$ cat config.mk
export PLATFORM = sky130hd
export DESIGN_NAME = tc_psum_issue
export DESIGN_NICKNAME = d
export VERILOG_FILES = /design/src/rtl/tc_psum_issue_pkg.sv /design/src/rtl/tc_tile_addr_gen.sv /design/src/rtl/tc_psum_issue.sv
export SDC_FILE = /design/constraint.sdc
export NUM_CORES = 1
export LEC_CHECK = 0
export CORE_MARGIN = 5
export CORE_UTILIZATION = 40
export DETAILED_ROUTE_END_ITERATION = 6
export PLACE_DENSITY_LB_ADDON = 0.05
export SETUP_SLACK_MARGIN = 0.15
export SYNTH_ARGS = -nofsm -noshare
export SYNTH_HDL_FRONTEND = slang
export SYNTH_SLANG_ARGS = --single-unit
export TNS_END_PERCENT = 20
$ cat constraint.sdc
create_clock -name clk -period 3.1 [get_ports clk]
set_input_delay 0.465 -clock clk [delete_from_list [all_inputs] [get_ports clk]]
set_output_delay 0.465 -clock clk [all_outputs]
set_load 0.05 [all_outputs]
$ cat src/rtl/tc_psum_issue_pkg.sv
// Shared tensor-core definitions: issue FSM encoding and job-size helpers.
package tc_psum_issue_pkg;

    typedef enum logic [2:0] {
        ST_IDLE     = 3'd0,
        ST_ARM      = 3'd1,
        ST_ISSUE    = 3'd2,
        ST_OUT_REQ  = 3'd3,
        ST_WAIT_OUT = 3'd4,
        ST_FIN      = 3'd5
    } psum_state_e;

    // The accumulator's internal state trails its input by two cycles, so
    // zeros are fed for this long before real beats are issued.
    localparam int ARM_CYCLES = 2;

    // Number of partial-sum beats making up one tile job.
    function automatic int beats_per_job(input int m, input int n,
                                         input int tile_m, input int k_steps);
        return k_steps * n * (m / tile_m);
    endfunction

endpackage

$ cat src/rtl/tc_tile_addr_gen.sv
// Nested row-group / column / k-pass counter producing accumulator addresses.
module tc_tile_addr_gen
    import tc_psum_issue_pkg::*;
#(
    parameter int M       = 16,
    parameter int N       = 16,
    parameter int TILE_M  = 4,
    parameter int K_STEPS = 4,
    parameter int DW_POS  = 4
) (
    input  logic              clk,
    input  logic              rst,
    input  logic              clear,
    input  logic              advance,
    output logic [DW_POS-1:0] row,
    output logic [DW_POS-1:0] col,
    output logic              last
);

    localparam int RG_N  = M / TILE_M;
    localparam int BEATS = beats_per_job(M, N, TILE_M, K_STEPS);
    localparam int RG_W  = (RG_N    > 1) ? $clog2(RG_N)    : 1;
    localparam int C_W   = (N       > 1) ? $clog2(N)       : 1;
    localparam int K_W   = (K_STEPS > 1) ? $clog2(K_STEPS) : 1;
    localparam int B_W   = (BEATS   > 1) ? $clog2(BEATS)   : 1;

    localparam logic [RG_W-1:0] RG_MAX = RG_W'(RG_N - 1);
    localparam logic [C_W-1:0]  C_MAX  = C_W'(N - 1);
    localparam logic [K_W-1:0]  K_MAX  = K_W'(K_STEPS - 1);
    localparam logic [B_W-1:0]  B_MAX  = B_W'(BEATS - 1);

    logic [RG_W-1:0] rg_r;
    logic [C_W-1:0]  c_r;
    logic [K_W-1:0]  k_r;
    logic [B_W-1:0]  beat_r;

    // Row group steps fastest, then column, then k pass; all wrap to zero.
    always_ff @(posedge clk) begin
        if (rst || clear) begin
            rg_r   <= {RG_W{1'b0}};
            c_r    <= {C_W{1'b0}};
            k_r    <= {K_W{1'b0}};
            beat_r <= {B_W{1'b0}};
        end else if (advance) begin
            beat_r <= (beat_r == B_MAX) ? {B_W{1'b0}} : beat_r + B_W'(1);
            if (rg_r == RG_MAX) begin
                rg_r <= {RG_W{1'b0}};
                if (c_r == C_MAX) begin
                    c_r <= {C_W{1'b0}};
                    k_r <= (k_r == K_MAX) ? {K_W{1'b0}} : k_r + K_W'(1);
                end else begin
                    c_r <= c_r + C_W'(1);
                end
            end else begin
                rg_r <= rg_r + RG_W'(1);
            end
        end else begin
            beat_r <= beat_r;
        end
    end

    assign row  = DW_POS'(32'(rg_r) * TILE_M);
    assign col  = DW_POS'(c_r);
    assign last = (beat_r == B_MAX);

endmodule

$ cat src/rtl/tc_psum_issue.sv
// Streams partial-sum beats from the compute array into the accumulator,
// then requests readout and reports completion of the tile job.
module tc_psum_issue
    import tc_psum_issue_pkg::*;
#(
    parameter int M       = 16,
    parameter int N       = 16,
    parameter int TILE_M  = 4,
    parameter int K_STEPS = 4,
    parameter int DW_DATA = 8,
    parameter int DW_POS  = 4
) (
    input  logic                        clk,
    input  logic                        rst,
    input  logic                        start,
    input  logic                        s_valid,
    output logic                        s_ready,
    input  logic [TILE_M*DW_DATA-1:0]   s_data,
    output logic [DW_POS-1:0]           psum_row,
    output logic [DW_POS-1:0]           psum_col,
    output logic [TILE_M*DW_DATA-1:0]   psum_in,
    output logic                        psum_input_en,
    output logic                        psum_out_en,
    input  logic                        psum_out_valid,
    output logic                        busy,
    output logic                        done
);

    localparam int DW = TILE_M * DW_DATA;

    psum_state_e state_r;
    logic        arm_cnt_r;
    logic        seen_valid_r;
    logic        s_ready_r;
    logic        input_en_r;
    logic        out_en_r;
    logic        busy_r;
    logic        done_r;

    logic              xfer;
    logic              addr_last;
    logic [DW_POS-1:0] addr_row;
    logic [DW_POS-1:0] addr_col;

    // A beat moves only while the issue window is open and reset is low.
    assign xfer = s_ready_r & s_valid & ~rst;

    tc_tile_addr_gen #(
        .M       (M),
        .N       (N),
        .TILE_M  (TILE_M),
        .K_STEPS (K_STEPS),
        .DW_POS  (DW_POS)
    ) u_addr (
        .clk     (clk),
        .rst     (rst),
        .clear   (state_r == ST_IDLE),
        .advance (xfer),
        .row     (addr_row),
        .col     (addr_col),
        .last    (addr_last)
    );

    // Job sequencer; output flags are registered alongside the state.
    always_ff @(posedge clk) begin
        if (rst) begin
            state_r      <= ST_IDLE;
            arm_cnt_r    <= 1'b0;
            seen_valid_r <= 1'b0;
            s_ready_r    <= 1'b0;
            input_en_r   <= 1'b0;
            out_en_r     <= 1'b0;
            busy_r       <= 1'b0;
            done_r       <= 1'b0;
        end else begin
            out_en_r <= 1'b0;
            done_r   <= 1'b0;
            case (state_r)
                ST_IDLE: begin
                    if (start) begin
                        state_r    <= ST_ARM;
                        arm_cnt_r  <= 1'b0;
                        input_en_r <= 1'b1;
                        busy_r     <= 1'b1;
                    end else begin
                        state_r <= ST_IDLE;
                    end
                end
                ST_ARM: begin
                    if (arm_cnt_r == 1'(ARM_CYCLES - 1)) begin
                        state_r   <= ST_ISSUE;
                        s_ready_r <= 1'b1;
                    end else begin
                        arm_cnt_r <= arm_cnt_r + 1'b1;
                    end
                end
                ST_ISSUE: begin
                    if (xfer && addr_last) begin
                        state_r    <= ST_OUT_REQ;
                        s_ready_r  <= 1'b0;
                        input_en_r <= 1'b0;
                        out_en_r   <= 1'b1;
                    end else begin
                        state_r <= ST_ISSUE;
                    end
                end
                ST_OUT_REQ: begin
                    state_r      <= ST_WAIT_OUT;
                    seen_valid_r <= 1'b0;
                end
                ST_WAIT_OUT: begin
                    if (!seen_valid_r) begin
                        seen_valid_r <= psum_out_valid;
                    end else if (!psum_out_valid) begin
                        state_r <= ST_FIN;
                        done_r  <= 1'b1;
                    end else begin
                        state_r <= ST_WAIT_OUT;
                    end
                end
                ST_FIN: begin
                    state_r <= ST_IDLE;
                    busy_r  <= 1'b0;
                end
                default: begin
                    state_r    <= ST_IDLE;
                    s_ready_r  <= 1'b0;
                    input_en_r <= 1'b0;
                    busy_r     <= 1'b0;
                end
            endcase
        end
    end

    // Outputs read quiet while reset is held, even before the edge lands.
    assign s_ready       = s_ready_r  & ~rst;
    assign psum_input_en = input_en_r & ~rst;
    assign psum_out_en   = out_en_r   & ~rst;
    assign busy          = busy_r     & ~rst;
    assign done          = done_r     & ~rst;
    assign psum_row      = rst ? {DW_POS{1'b0}} : addr_row;
    assign psum_col      = rst ? {DW_POS{1'b0}} : addr_col;
    // The accumulator sums its input every cycle, so non-transfer cycles feed zero.
    assign psum_in       = xfer ? s_data : {DW{1'b0}};

endmodule

== Yosys cells after proc, flatten, opt, wreduce, memory -nomap -nowiden ==
Cells that the tools add are included.

* Input bits: 37
* Word-level logic and storage cells: 82
* Flip-flop bits (word level): 24
* Output and inout bits: 45

* Multiplexer cells: 25
* Bitwise gates (word level): 14
* $add $sub $neg: 4
* Reductions and logical operators: 16
* Equal/unequal tests: 12

{| class="wikitable"
|+ Operators with widths
! cell !! count
|-
| 2-to-1 mux 32 bit || 1
|-
| one-hot mux 3 bit (5 select lines) || 1
|-
| 2-to-1 mux 4 bit || 3
|-
| OR reduction 4 bit || 3
|-
| 2-to-1 mux 1 bit || 11
|-
| adder 8 x 1 -> 8 bit, second input constant || 1
|-
| == test 8 bit, second input constant || 1
|-
| 2-to-1 mux 8 bit || 1
|-
| inequality test 2 bit, second input constant || 4
|-
| AND reduction 2 bit || 4
|-
| bitwise AND 1 bit || 7
|-
| NOT 1 bit || 7
|-
| == test 3 x 2 -> 1 bit, second input constant || 2
|-
| == test 3 bit, second input constant || 2
|-
| 2-to-1 mux 3 bit || 2
|-
| one-hot mux 1 bit (2 select lines) || 3
|-
| one-hot mux 1 bit (3 select lines) || 2
|-
| AND reduction 3 bit || 2
|-
| adder 4 x 1 -> 4 bit, second input constant || 1
|-
| == test 4 bit, second input constant || 1
|-
| nonzero test 2 bit || 2
|-
| == test 3 x 1 -> 1 bit, second input constant || 1
|-
| zero test 3 bit || 1
|-
| OR reduction 3 bit || 1
|-
| 7 further kinds || 7
|}

== Longest topological paths before layout ==
* Depth after elaboration: 5
* Gate-level depth with buffers: 5
* Depth with buffers taken out: 5

== Cells and area by module ==
From an unflattened synthesis, not the netlist that was laid out.

* Cell total of the unflattened synthesis: 183
* Area, all modules: 1453.9 µm²

{| class="wikitable"
|+ By module, submodules not included
! module !! area an instance (µm²) !! seq. area each (µm²) !! times used !! cells each
|-
| tc_psum_issue || 795.8 || 200.2 || 1 || 108
|-
| tc_tile_addr_gen || 658.1 || 280.3 || 1 || 75
|}

== Worst setup path after synthesis ==
Ideal clock, no wire load.

* Path type: input-to-output
* Start: input port rst
* End: output port psum_col[1]
* Setup slack: 1.107 ns
* Arrival: 1.528 ns
* Buffers on the path: 2
* Data required time: 2.635 ns
* Stages: 3
* Cells stage by stage: buf_2 > buf_1 > nor2b_1

* Longest elaborated chain between the ends: 1

{| class="wikitable"
|+ Ends and longest elaborated chain
! what !! line !! RTL
|-
| from (decl) || tc_psum_issue.sv:14 || <nowiki>input logic rst,</nowiki>
|-
| 2-to-1 mux 4 bit || tc_psum_issue.sv:142 || <nowiki>assign psum_col = rst ? {DW_POS{1'b0}} : addr_col;</nowiki>
|-
| to (decl) || tc_psum_issue.sv:20 || <nowiki>output logic [DW_POS-1:0] psum_col,</nowiki>
|}

Every way passes these cells.

== Worst setup path in the final report ==
* Start: input port rst
* End: output port psum_col[0]

Same word-level chain as after synthesis.

==> impl_metrics.ini <==
[run_status]
status = complete, no violations

[critical_path]
path_common_cell = clkdlybuf4s50_1
reg2reg_to = u_addr.beat_r[1]$_SDFFE_PP0N_
critPathRequiredTime_ns = 2.63
cp_slowest_cell = clkdlybuf4s50_1
path_max_fanout = 14
ff2ff_path_depth = 4
critPathLaunchType = input port
reg2reg_slack_ns = 1.51
startpoint = rst
cp_data_arrival_time_ns = 2.15
path_cells = clkdlybuf4s50_1 -> nor2b_1 -> clkdlybuf4s50_1
crit_path_end = psum_col[0]
path_class = input port to output pin
critPathMaxStageDelay_ns = 0.83
crit_path_end_kind = output pin
timing.rr.start = state_r[2]$_SDFFE_PP0P_

[die]
fp-row-count = 21
die_w_um = 68.74
io_pins = 82
core_area_sq_um = 3337
start_util_pct = 41.36
die-area_sq_um = 4725
die-height_um = 68.74

[routing]
wl_per_cell_um = 12.47
vias_per_cell = 4.661
drt_iter0_drc = 133
vias = 1389
routed_wl_um = 3717
antenna_left = 0
drc = 0
first_pass_iters = 4

[placed_design]
dp_hpwl_um = 3150
pre_cts_ws_ns = 0.4645
gp_congestion = 0.8056
port_buffers = 79
dpl-instance-area_sq_um = 2494

[sta]
tightest_slew_ns = 0.5090
relSlewSlack_pct = 65.96
tns_ns = 0
setup_ws_ns = 0.4848
fmax_ghz = 0.3824
rsz0062_at_grt = false
final-setup-viol-count = 0
maxSlewViolCount = 0
fin_crit_ns = 2.615
period_share_pct = 84.36
finalClockSkew_ns = 0.01302
hold_violations = 0

[yosys]
syn_avg_cell_area_sq_um = 7.753
synth.top_cell.area_share_pct = 34.81
syn_inst = 178
yosysUniqueCellTypes = 37
synthFlopType = dfxtp_1
yosysSeqAreaShare_pct = 34.81
synthTopCellsByArea = dfxtp_1 35%, and2_1 15%, nor2_1 6.0%, nor2b_1 5.0%, a21oi_1 4.7%
netlist_area_sq_um = 1380
synth_async_sr_flop_share_pct = 0
synth.largest_area_cell = dfxtp_1
synth-seq-cells = 24
synth-edff-count = 0
yosys_warnings = 0

[global_route]
grt_max_degree = 30
grtUsageTotal_pct = 16.33
grt_pass1_vias = 1205
globalRouteOverflowTotal = 0
antenna_found_initial = 0
grt_first_pass_wirelength_um = 5720

[layout]
final_layout_size_suffix_gt1_share_pct = 18.25
final_cell_mix = 43 x clkdlybuf4s50_1, 32 x and2_1, 32 x buf_12, 24 x dfxtp_1, 22 x nor2_1
fillers = 250
final_cell_area_sq_um = 2546
diodes = 0
regArea_sq_um = 480.5
synthToLayoutAreaGrowth_pct = 84.50
fin_util_pct = 76.30
final_common_cell = clkdlybuf4s50_1
multi_input_area_sq_um = 820.8
fin_nets = 293

[power_and_ir_drop]
p_per_area_nw_per_um2 = 263.6
power.leakage_nw = 0.9902
vdd_drop_max_v = 0.0002314

[run]
maxCapViolations = 0

[clocking]
cts.clk_slew.worst_paths_ns = 0.13
ctsLongestPathBuffers = 2
clk-insertion-delay-late_ns = 0.32
cts_buffers = 3
clock-root-buffer = clkbuf_4
cts_tree = yes
postCtsSetupBuffers = 0
cts_resized = 0
h-tree-depth = 1
postCtsHoldBufs = 0
cts_sinks = 24

[min_path]
hold_path_class = flip-flop to flip-flop
==> worst max-delay path: cells and delay by family <==
kind | cells | cell delay [ns]
buffers and inverters | 2 | 1.46
and+or+nand+nor | 1 | 0.22
==> registers in the layout (all words and copies together), names as in the netlist, 2 cells and up <==
signal,cells
u_addr.beat_r,8
u_addr.col,4
u_addr.rg_r,2
state_r,3
==> synthesized netlist by cell type, types with 2 or more instances <==
cell / number
inv_1: 3
nor3_1: 4
a22oi_1: 2
nand2_1: 13
buf_4: 3
and2_1: 32
dfxtp_1: 24
nand3b_1: 2
buf_2: 3
nand2b_1: 2
xnor2_1: 2
or3_1: 2
a21o_1: 2
nand4_1: 3
nor2b_1: 11
nand3_1: 5
nor2_1: 22
clkbuf_1: 5
a21oi_1: 13
a211oi_1: 2
xor2_1: 4
ha_1: 3
o21ai_0: 2
==> routing by layer <==
layer / GRT usage, % / wire (um) / vias up
li1: - / - / 739
met1: 19.27 / 1374 / 624
met2: 30.04 / 2200 / 24
met3: 4.376 / 124 / 2
met4: 2.190 / 18 / 0
met5: 0 / 0 / -
==> layout make-up <==
type,count,share of cell area (%)
clock inverter,1,1.179
multi-input combinational,139,32.24
timing repair buffer,82,44.13
tap,46,2.260
sequential,24,18.87
inverter,3,0.4423
clock buffer,3,0.8845
==> stage by stage <==
| stage | hold slack, ns | total power [W] | cells |
|---|---|---|---|
| 2_1_floorplan | 0.4485 | 0.0003858 | 179 |
| 3_3_place_gp | 0.4630 | 0.0004484 | 294 |
| 3_5_place_dp | 0.4675 | 0.0004498 | 294 |
| 4_1_cts | 0.4856 | 0.0006773 | 298 |
| 5_1_grt | 0.5293 | 0.0007058 | 298 |
| 6_report | 0.4804 | 0.0006712 | 298 |
==> worst min path at each step <==
stage	startpoint	endpoint	slack, ns	cells after the start
2_1_floorplan	u_addr.rg_r[1]$_SDFFE_PP0N_	u_addr.rg_r[1]$_SDFFE_PP0N_	0.45	2
3_3_place_gp	u_addr.rg_r[1]$_SDFFE_PP0N_	u_addr.rg_r[1]$_SDFFE_PP0N_	0.46	2
3_5_place_dp	u_addr.rg_r[1]$_SDFFE_PP0N_	u_addr.rg_r[1]$_SDFFE_PP0N_	0.47	2
4_1_cts	u_addr.rg_r[1]$_SDFFE_PP0N_	u_addr.rg_r[1]$_SDFFE_PP0N_	0.49	2
5_1_grt	u_addr.rg_r[1]$_SDFFE_PP0N_	u_addr.rg_r[1]$_SDFFE_PP0N_	0.53	2
6_report	u_addr.rg_r[1]$_SDFFE_PP0N_	u_addr.rg_r[1]$_SDFFE_PP0N_	0.48	2
==> where the power goes <==
group,internal (W),switching [W]
clock,0.000131,0.0000981
sequential,0.000315,0.00000900
combinational,0.0000680,0.0000505
==> kinds of logic (layout without fill, tap and decap cells) <==
logic type,after synthesis,after routing,share of synthesized area (%)
compound gates,26,26,11.88
xor+xnor,6,6,3.808
fa+ha+maj,3,3,2.720
buf+inv,16,89,5.983
flops,24,24,34.81
other cells,1,2,0.2717
simple gates,102,102,40.53
No activity file was read; power rests on OpenSTA's default activity.
